[src/rtl/mcycle_core.sv]
// mcycle_core: parametrised multi-cycle load/store core with memory handshake,
// single-step gating, HALT, illegal-opcode flag and debug readout. Define OVERFLOW_TRAP_EN to trap on signed overflow.
module mcycle_core #(
  parameter int unsigned WORD_SIZE = 16,
  parameter int unsigned REG_ADDR  = 4,
  parameter int unsigned PC_RESET  = 0
) (
  input  logic                 DCLK,
  input  logic                 RSTn,
  output logic                 MEM_REQ,
  output logic                 MEM_WE,
  output logic [WORD_SIZE-1:0] MADDR,
  output logic [WORD_SIZE-1:0] MDATAOUT,
  input  logic [WORD_SIZE-1:0] MDATAIN,
  input  logic                 MEM_RDY,
  input  logic                 STEP_MODE,
  input  logic                 STEP,
  input  logic [REG_ADDR-1:0]  DBG_RADDR,
  output logic [WORD_SIZE-1:0] DBG_RDATA,
  output logic [WORD_SIZE-1:0] PC_OUT,
  output logic [WORD_SIZE-1:0] IR_OUT,
  output logic [2:0]           STAGE_OUT,
  output logic                 HALTED,
  output logic                 ILLEGAL,
  output logic                 OVF
);
  localparam int unsigned W    = WORD_SIZE;
  localparam int unsigned IMW  = W - 4 - REG_ADDR;
  localparam int unsigned TGW  = W - 4;
  localparam int unsigned NREG = 2 ** REG_ADDR;
  localparam logic [W-1:0] PC_INIT = W'(PC_RESET);

  localparam logic [3:0] OP_LW   = 4'h1;
  localparam logic [3:0] OP_SW   = 4'h2;
  localparam logic [3:0] OP_ADD  = 4'h3;
  localparam logic [3:0] OP_SUB  = 4'h4;
  localparam logic [3:0] OP_OR   = 4'h5;
  localparam logic [3:0] OP_AND  = 4'h6;
  localparam logic [3:0] OP_SLT  = 4'h7;
  localparam logic [3:0] OP_ADDI = 4'h8;
  localparam logic [3:0] OP_BEQ  = 4'h9;
  localparam logic [3:0] OP_JUMP = 4'hA;
  localparam logic [3:0] OP_HALT = 4'hF;

  typedef enum logic [2:0] {
    S_FETCH  = 3'd0,
    S_DECODE = 3'd1,
    S_EXEC   = 3'd2,
    S_MEM    = 3'd3,
    S_WB     = 3'd4,
    S_HALT   = 3'd5
  } state_t;

  state_t state_q, state_d;
  logic [W-1:0] pc_q, ir_q, a_q, b_q, alu_q, mdr_q;
  logic [W-1:0] regs [NREG];
  logic         illegal_q;
  logic [W-1:0] alu_d, pc_d, wr_data, im, off, tgt;
  logic [3:0]   op;
  logic [REG_ADDR-1:0] r1, r2, r3;
  logic adv, alu_op, writes_r1, op_illegal, wr_en, trap;

  // Instruction field extraction from the held IR
  assign op  = ir_q[W-1 -: 4];
  assign r1  = ir_q[W-5 -: REG_ADDR];
  assign r2  = ir_q[W-5-REG_ADDR -: REG_ADDR];
  assign r3  = ir_q[W-5-2*REG_ADDR -: REG_ADDR];
  assign im  = W'(ir_q[IMW-1:0]);
  assign off = {{(W-REG_ADDR){r3[REG_ADDR-1]}}, r3};
  assign tgt = W'(ir_q[TGW-1:0]);

  assign adv        = !STEP_MODE || STEP;
  assign alu_op     = (op >= OP_ADD) && (op <= OP_SLT);
  assign writes_r1  = alu_op || (op == OP_ADDI) || (op == OP_LW);
  assign op_illegal = (op >= 4'hB) && (op <= 4'hE);
  assign wr_en      = adv && (state_q == S_WB) && writes_r1 && !trap;
  assign wr_data    = (op == OP_LW) ? mdr_q : alu_q;

  always_ff @(posedge DCLK or negedge RSTn) begin
    if (!RSTn) state_q <= S_FETCH;
    else       state_q <= state_d;
  end

  always_comb begin
    state_d = state_q;
    case (state_q)
      S_FETCH:  if (adv && MEM_RDY) state_d = S_DECODE;
      S_DECODE: if (adv) state_d = (op == OP_HALT) ? S_HALT : S_EXEC;
      S_EXEC:   if (adv) state_d = (op == OP_LW || op == OP_SW) ? S_MEM : S_WB;
      S_MEM:    if (adv && MEM_RDY) state_d = S_WB;
      S_WB:     if (adv) state_d = trap ? S_HALT : S_FETCH;
      S_HALT:   state_d = S_HALT;
      default:  state_d = S_FETCH;
    endcase
  end

  always_comb begin
    alu_d = '0;
    case (op)
      OP_ADD:  alu_d = a_q + b_q;
      OP_SUB:  alu_d = a_q - b_q;
      OP_OR:   alu_d = a_q | b_q;
      OP_AND:  alu_d = a_q & b_q;
      OP_SLT:  alu_d = W'(a_q < b_q);
      OP_ADDI: alu_d = a_q + im;
      default: alu_d = '0;
    endcase
  end

  // Branch compares the operands latched at decode, which stay valid through WB
  always_comb begin
    pc_d = pc_q + W'(1);
    case (op)
      OP_BEQ:  if (a_q == b_q) pc_d = pc_q + off;
      OP_JUMP: pc_d = tgt;
      default: pc_d = pc_q + W'(1);
    endcase
  end

  always_ff @(posedge DCLK or negedge RSTn) begin
    if (!RSTn) begin
      pc_q      <= PC_INIT;
      ir_q      <= '0;
      a_q       <= '0;
      b_q       <= '0;
      alu_q     <= '0;
      mdr_q     <= '0;
      illegal_q <= 1'b0;
    end else if (adv) begin
      case (state_q)
        S_FETCH:  if (MEM_RDY) ir_q <= MDATAIN;
        S_DECODE: begin
          a_q <= alu_op ? regs[r2] : regs[r1];
          b_q <= alu_op ? regs[r3] : regs[r2];
          if (op_illegal) illegal_q <= 1'b1;
        end
        S_EXEC:   alu_q <= alu_d;
        S_MEM:    if (MEM_RDY && op == OP_LW) mdr_q <= MDATAIN;
        S_WB:     if (!trap) pc_q <= pc_d;
        default:  ;
      endcase
    end
  end

  always_ff @(posedge DCLK or negedge RSTn) begin
    if (!RSTn)      regs <= '{default: '0};
    else if (wr_en) regs[r1] <= wr_data;
  end

`ifdef OVERFLOW_TRAP_EN
  logic ovf_d, ovf_pend_q, ovf_q;

  // im is zero-extended, so ADDI can only overflow from positive to negative
  always_comb begin
    ovf_d = 1'b0;
    case (op)
      OP_ADD:  ovf_d = (a_q[W-1] == b_q[W-1]) && (alu_d[W-1] != a_q[W-1]);
      OP_SUB:  ovf_d = (a_q[W-1] != b_q[W-1]) && (alu_d[W-1] != a_q[W-1]);
      OP_ADDI: ovf_d = !a_q[W-1] && alu_d[W-1];
      default: ovf_d = 1'b0;
    endcase
  end

  always_ff @(posedge DCLK or negedge RSTn) begin
    if (!RSTn) begin
      ovf_pend_q <= 1'b0;
      ovf_q      <= 1'b0;
    end else if (adv) begin
      if (state_q == S_EXEC) ovf_pend_q <= ovf_d;
      if (state_q == S_WB && ovf_pend_q) ovf_q <= 1'b1;
    end
  end

  assign trap = ovf_pend_q;
  assign OVF  = ovf_q;
`else
  assign trap = 1'b0;
  assign OVF  = 1'b0;
`endif

  // Request is masked while reset is held so nothing is presented to memory
  assign MEM_REQ   = RSTn && ((state_q == S_FETCH) || (state_q == S_MEM));
  assign MEM_WE    = (state_q == S_MEM) && (op == OP_SW);
  assign MADDR     = (state_q == S_MEM) ? im : pc_q;
  assign MDATAOUT  = (state_q == S_MEM) ? a_q : '0;
  assign DBG_RDATA = regs[DBG_RADDR];
  assign PC_OUT    = pc_q;
  assign IR_OUT    = ir_q;
  assign STAGE_OUT = state_q;
  assign HALTED    = (state_q == S_HALT);
  assign ILLEGAL   = illegal_q;

endmodule

[config.mk]
export PLATFORM = sky130hd
export DESIGN_NAME = mcycle_core
export DESIGN_NICKNAME = d
export VERILOG_FILES = /design/src/rtl/mcycle_core.sv
export SDC_FILE = /design/constraint.sdc
export NUM_CORES = 1
export LEC_CHECK = 0
export ABC_AREA = 1
export CORE_MARGIN = 2
export CORE_UTILIZATION = 40
export CTS_CLUSTER_DIAMETER = 40
export CTS_CLUSTER_SIZE = 16
export DETAILED_ROUTE_END_ITERATION = 12
export DONT_BUFFER_PORTS = 1
export SLEW_MARGIN = 40
export SYNTH_ARGS = -nofsm -noshare
export SYNTH_HDL_FRONTEND = slang
export SYNTH_SLANG_ARGS = --single-unit
[constraint.sdc]
create_clock -name DCLK -period 2.9 [get_ports DCLK]
set_input_delay 0.58 -clock DCLK [delete_from_list [all_inputs] [get_ports DCLK]]
set_output_delay 0.58 -clock DCLK [all_outputs]
set_load 0.01 [all_outputs]
-- Word-level counts from Yosys, hierarchy flattened
Cells that the tools add are included.
- add/subtract/negate cells: 5
- multipliers: 0
- divide/modulo/power cells: 0
- magnitude comparators: 10
- equality and inequality tests: 22
- shifts and indexed selects: 0
- mux-type cells: 31
- bitwise operators: 6
- reductions and logical operators: 23
- operators with widths (kind ; number):
    $bmux W16 S4 ; 4
    $bwmux W256 ; 1
    $mux W16 ; 15
    $pmux W16 S6 ; 1
    $demux W16 S4 ; 1
    $add A16 B16 Y16 ; 2
    $pmux W16 S2 ; 1
    $mux W3 ; 7
    $ge A5 B5 Y1 const B ; 4
    $not A4 Y5 ; 4
    $pmux W3 S6 ; 1
    $add A16 B1 Y16 const B ; 1
    $add A16 B8 Y16 ; 1
    $and A16 B16 Y16 ; 1
    $eq A16 B16 Y1 ; 1
    $eq A4 B3 Y1 const B ; 4
    $eq A4 B4 Y1 const B ; 4
    $lt A16 B16 Y1 ; 1
    $or A16 B16 Y16 ; 1
    $sub A16 B16 Y16 ; 1
    $ne A2 B2 Y1 const B ; 5
    $logic_and A1 B1 Y1 ; 9
    $reduce_and A3 Y1 ; 3
    $eq A4 B2 Y1 const B ; 2
    14 further kinds ; 22
- bits in registers: 356
- bits in latches: 0
- bits in writable memories: 0
- memory bits (read-only): 0
- input port bits: 25
- output and inout port bits: 88
- logic and storage cells: 121
- memories: 0

-- Depth between registers and ports, before layout
- depth in word-level cells: 6
- depth in mapped cells: 20
- mapped depth without buffers: 19

-- Worst setup path after synthesis
No wires, ideal clock.
- path type: register to register
- from: register ir_q[15] (netlist: IR_OUT[15])
- to: register alu_q[7]
- setup time: 0.132 ns
- arrival time: 2.604 ns
- data required time: 2.768 ns
- slack: 0.163 ns
- stages on the path, launching flop included: 16
- buffers on the path: 2
- clock period less this slack: 2.737 ns
- cells stage by stage: dfrtp_1 inv_2 nor2_1 nand2_1 clkbuf_1 clkbuf_1 o21ai_0 ha_1 or2_2 nand3_1 nand2_1 or2_2 nand3_1 nand3_1 nand2_1 o21ai_0
- word-level cells in the longest chain between the ends: 2
- elaborated cells on any way between the ends: 7
- classes of those cells: 6 x eq/ne; 1 x mux
- RTL lines (what ; RTL line ; text):
    from (decl) ; 55 ; logic [W-1:0] pc_q, ir_q, a_q, b_q, alu_q, mdr_q;
    from (signal assigned) ; 123 ; ir_q <= '0;
    from (signal assigned) ; 131 ; S_FETCH: if (MEM_RDY) ir_q <= MDATAIN;
    $eq A4 B4 Y1, or another cell as far along ; 99 ; case (op)
    $pmux W16 S6 (*) ; 99 ;
    to (signal assigned) ; 137 ; S_EXEC: alu_q <= alu_d;
    to (decl) ; 55 ;
Mark *: on every way between the ends. The rest lies on a longest branch, timed or not.
A chain may end at the register's enable or synchronous reset.

-- Worst setup path in the final report
- from: register ir_q[5] (netlist: IR_OUT[5])
- to: output port MADDR[5]
- word-level cells in the longest chain between the ends: 1
- RTL lines (what ; RTL line ; text):
    $mux W16 ; 184 ; assign MADDR = (state_q == S_MEM) ? im : pc_q;
    to (decl) ; 12 ; output logic [WORD_SIZE-1:0] MADDR,
No other way between the ends.

==> metrics.md <==
| Metric | Value |
|---|---|
| Simple-gate share of the synthesized area | 0.234 |
| FP Rows | 95 |
| Max-slew headroom | 0.000654 |
| IO Pins | about 110 |
| Final hold vios | roughly 300 |
| Detail Route Antenna Nets | 0 |
| Post-synthesis xor/xnor area fraction | 0.00421 |
| Grt met1 use | 0.433 |
| Synth Area in Compound Gates | 0.284 |
| Via count | slightly below 30,000 |
| Failing checks | negative hold slack |
| Leak Pwr | between 0.01 and 0.015 uW |
| Total nets after synthesis | between 4,000 and 5,000 |
| Worst vdd ir | between 700 and 800 uV |
| Distinct cells, synth | 43 |
| ANT cells | 0 |
| IO buf count | 0 |
| Slew Limit Fails | 0 |
| Dpl cell area | around 28,000 sq um |
| First-pass GRT wire length | about 170,000 microns |
| Post-synthesis sequential area ratio | 0.329 |
| Ys async rst share | 1.00 |
| Post-synthesis mux area share | 0 |
| Top FF cell, synth | dfrtp_1 |
| Post-route standard cell area excluding fillers | between 30,000 and 40,000 sq um |
| Share of cells above drive strength 1 | 0.0798 |
| Hold Slack | -0.280 ns |
| Synthesis Warnings | 0 |
| Yosys top cell area share | 0.329 |
| Final net count | ~4,100 |
| CP Max Fanout | 116 |
| Antenna violations before repair | 4 |
| Die area | 69,700 sq um |
| HPWL after detailed placement | between 70,000 and 80,000 microns |
| Die Y-Extent | 264 microns |
| Final setup vio count | 0 |
| Achievable Freq | ~360 MHz |
| Met2 Use GR | 0.482 |
| Global placer's final weighted congestion | 0.977 |
| CTS buffer count | 71 |
| Adder-cell area share of the yosys netlist | 0.0401 |
| Max Cap Viol | 0 |
| Largest net degree at the start of global routing | 358 |
| CTS tree | built |
| Kind of critical path | register to primary output |
| Worst Hold Class | primary input to async pin |
| DRT iter0 DRCs | between 4,000 and 5,000 |
| Post-Syn Area | ~27,000 sq um |
| Area leader, netlist | dfrtp_1 |
| H-tree Lvls | 3 |
| Met3 global-route usage | 0.0765 |
| Fin crit share | 0.957 |
| Final WL | ~110,000 microns |
| Drt first pass iters | 7 |
| Design Power | 37,600 uW |
| Worst EP required | 2.32 ns |
| Clock tree buffer depth | 3 |
| Count leader, synth | nand2_1 |
| Core area | 67,000 sq um |
| Arrival time worst endpoint | ~2.2 ns |
| Vias per cell | ~6 |
| RSZ-0062 raised after global routing | false |
| Worst-Margin Slew | 1.50 ns |
| Starting Density | 0.404 |
| Clk_lat worst skew | roughly 0.62 ns |
| Clock slew at reported path FFs | roughly 0.060 ns |
| Fin Setup TNS | 0 ns |
| Gr busiest metal | met2 |
| Routed wire per std cell | approximately 23 microns |
| Flops & latches, synth | 356 |
| Largest family of logic cells by synthesized area | compound AO/OA/AOI/OAI gates |
| Vias in the first global route | 26,800 |
| Tmin final | 2.78 ns |
| TritonCTS sink count | 356 |
| Startpoint Class | register |
| PwrDens | between 1000 and 1500 nW/um^2 |
| Largest cells by area after synthesis | dfrtp_1, o21ai_0, nand2_1 |
| Critical Path Sink Type | primary output |
| CTS root buf | clkbuf_16 |
| Post-Syn Instances | 4,065 |
| Post-synth EDFFs | 0 |
| Status | complete, but fails checks |
| Most instantiated cells after synthesis | nand2_1, o21ai_0, inv_1 |
| Drt drc | 0 |
| Util after Layout | 0.458 |
| Congestion Overflow GR | 0 |
| Die X | around 260 microns |
| Layout Skew | between 0.03 and 0.04 ns |
| Area grow syn2layout | 13.5% |
| Gr usage total | 0.321 |
| Synth Area per Inst | 6.66 sq um |
## through the flow
| stage | instances | setup WS (ns) |
|---|---|---|
| 6_report | 4923 | 0.124 |
| 3_5_place_dp | 4795 | 0.0967 |
| 5_1_grt | 4923 | 0.00849 |
| 2_1_floorplan | 4065 | 0.163 |
| 4_1_cts | 4923 | 0.0699 |
| 3_3_place_gp | 4793 | 0.164 |
## cells in the final DEF, fill, tap and decap left out, types with 11 or more instances in the layout
master	n
and2_1	11
nor2_1	108
o21ai_0	725
o22ai_1	49
o21a_1	65
o221ai_1	26
nand3b_1	11
dfrtp_1	349
clkbuf_16	72
buf_12	14
o21ai_1	13
inv_1	421
buf_4	126
ha_1	82
nor3_1	17
a21boi_0	11
nand4_1	24
a22oi_1	23
nand3_1	350
o211ai_1	117
nor2_4	15
nand2_1	944
a21oi_1	338
## where the power goes
part | switching [uW] | total, uW | internal [uW]
Sequential | 1610 | 8120 | 6510
Combinational | 14400 | 20800 | 6380
Clock | 3070 | 8650 | 5590
## path summary, 6_finish.rpt
check                                 from         to  slack (ns)  cells past startpoint
worst min-delay path                  RSTn   regs[65]       -0.28                      0
worst max register to register  IR_OUT[14]   alu_q[6]        0.16                     14
min in group DCLK               MDATAIN[7]   mdr_q[7]        0.14                      2
max in group asynchronous             RSTn  IR_OUT[1]        1.89                      0
worst max-delay path             IR_OUT[5]   MADDR[5]        0.12                      3
worst min register to register    regs[74]   regs[74]        0.48                      2
## sequential cells by signal (all words and copies together), names as in the netlist, 3 cells and up
signal / count
STAGE_OUT: 3
mdr_q: 16
a_q: 16
alu_q: 16
IR_OUT: 16
b_q: 16
PC_OUT: 16
regs: 256
## layer usage
layer  part of all wire  up-vias
li1                   -    13600
met1               0.41    13700
met2               0.43     1758
met3               0.11      386
met4              0.053        8
met5            0.00048        -
## layout make-up
type / instances / area, sq um
inverters: 439 / 1650
flip-flops and latches: 356 / 8930
clock inverters: 46 / 586
well taps: 873 / 1090
repair buffers: 142 / 1260
fillers: 6954 / 36300
clock buffers: 82 / 1910
multi-input cells: 2985 / 15300
## critical path, cell delays in order (launching register included)
cell and delay, ns:
dfrtp_4 0.50, buf_12 0.45, nand2_1 0.13, o21ai_0 0.26
## cells by family after synthesis
kind of cell | Yosys count
adder cells (fa/ha/maj) | 85
buffers and inverters | 724
XOR/XNOR | 13
other | 1
AO/OA/AOI/OAI | 1385
flip-flops | 356
AND/OR/NAND/NOR | 1501
## timing repair
action / CTS / global route
gates resized for setup: 0 / 2
endpoints found under the setup margin: 0 / 13
buffers inserted: 0 / 0
hold endpoints to repair: 356 / 356
No activity file was read; power rests on OpenSTA's default activity.
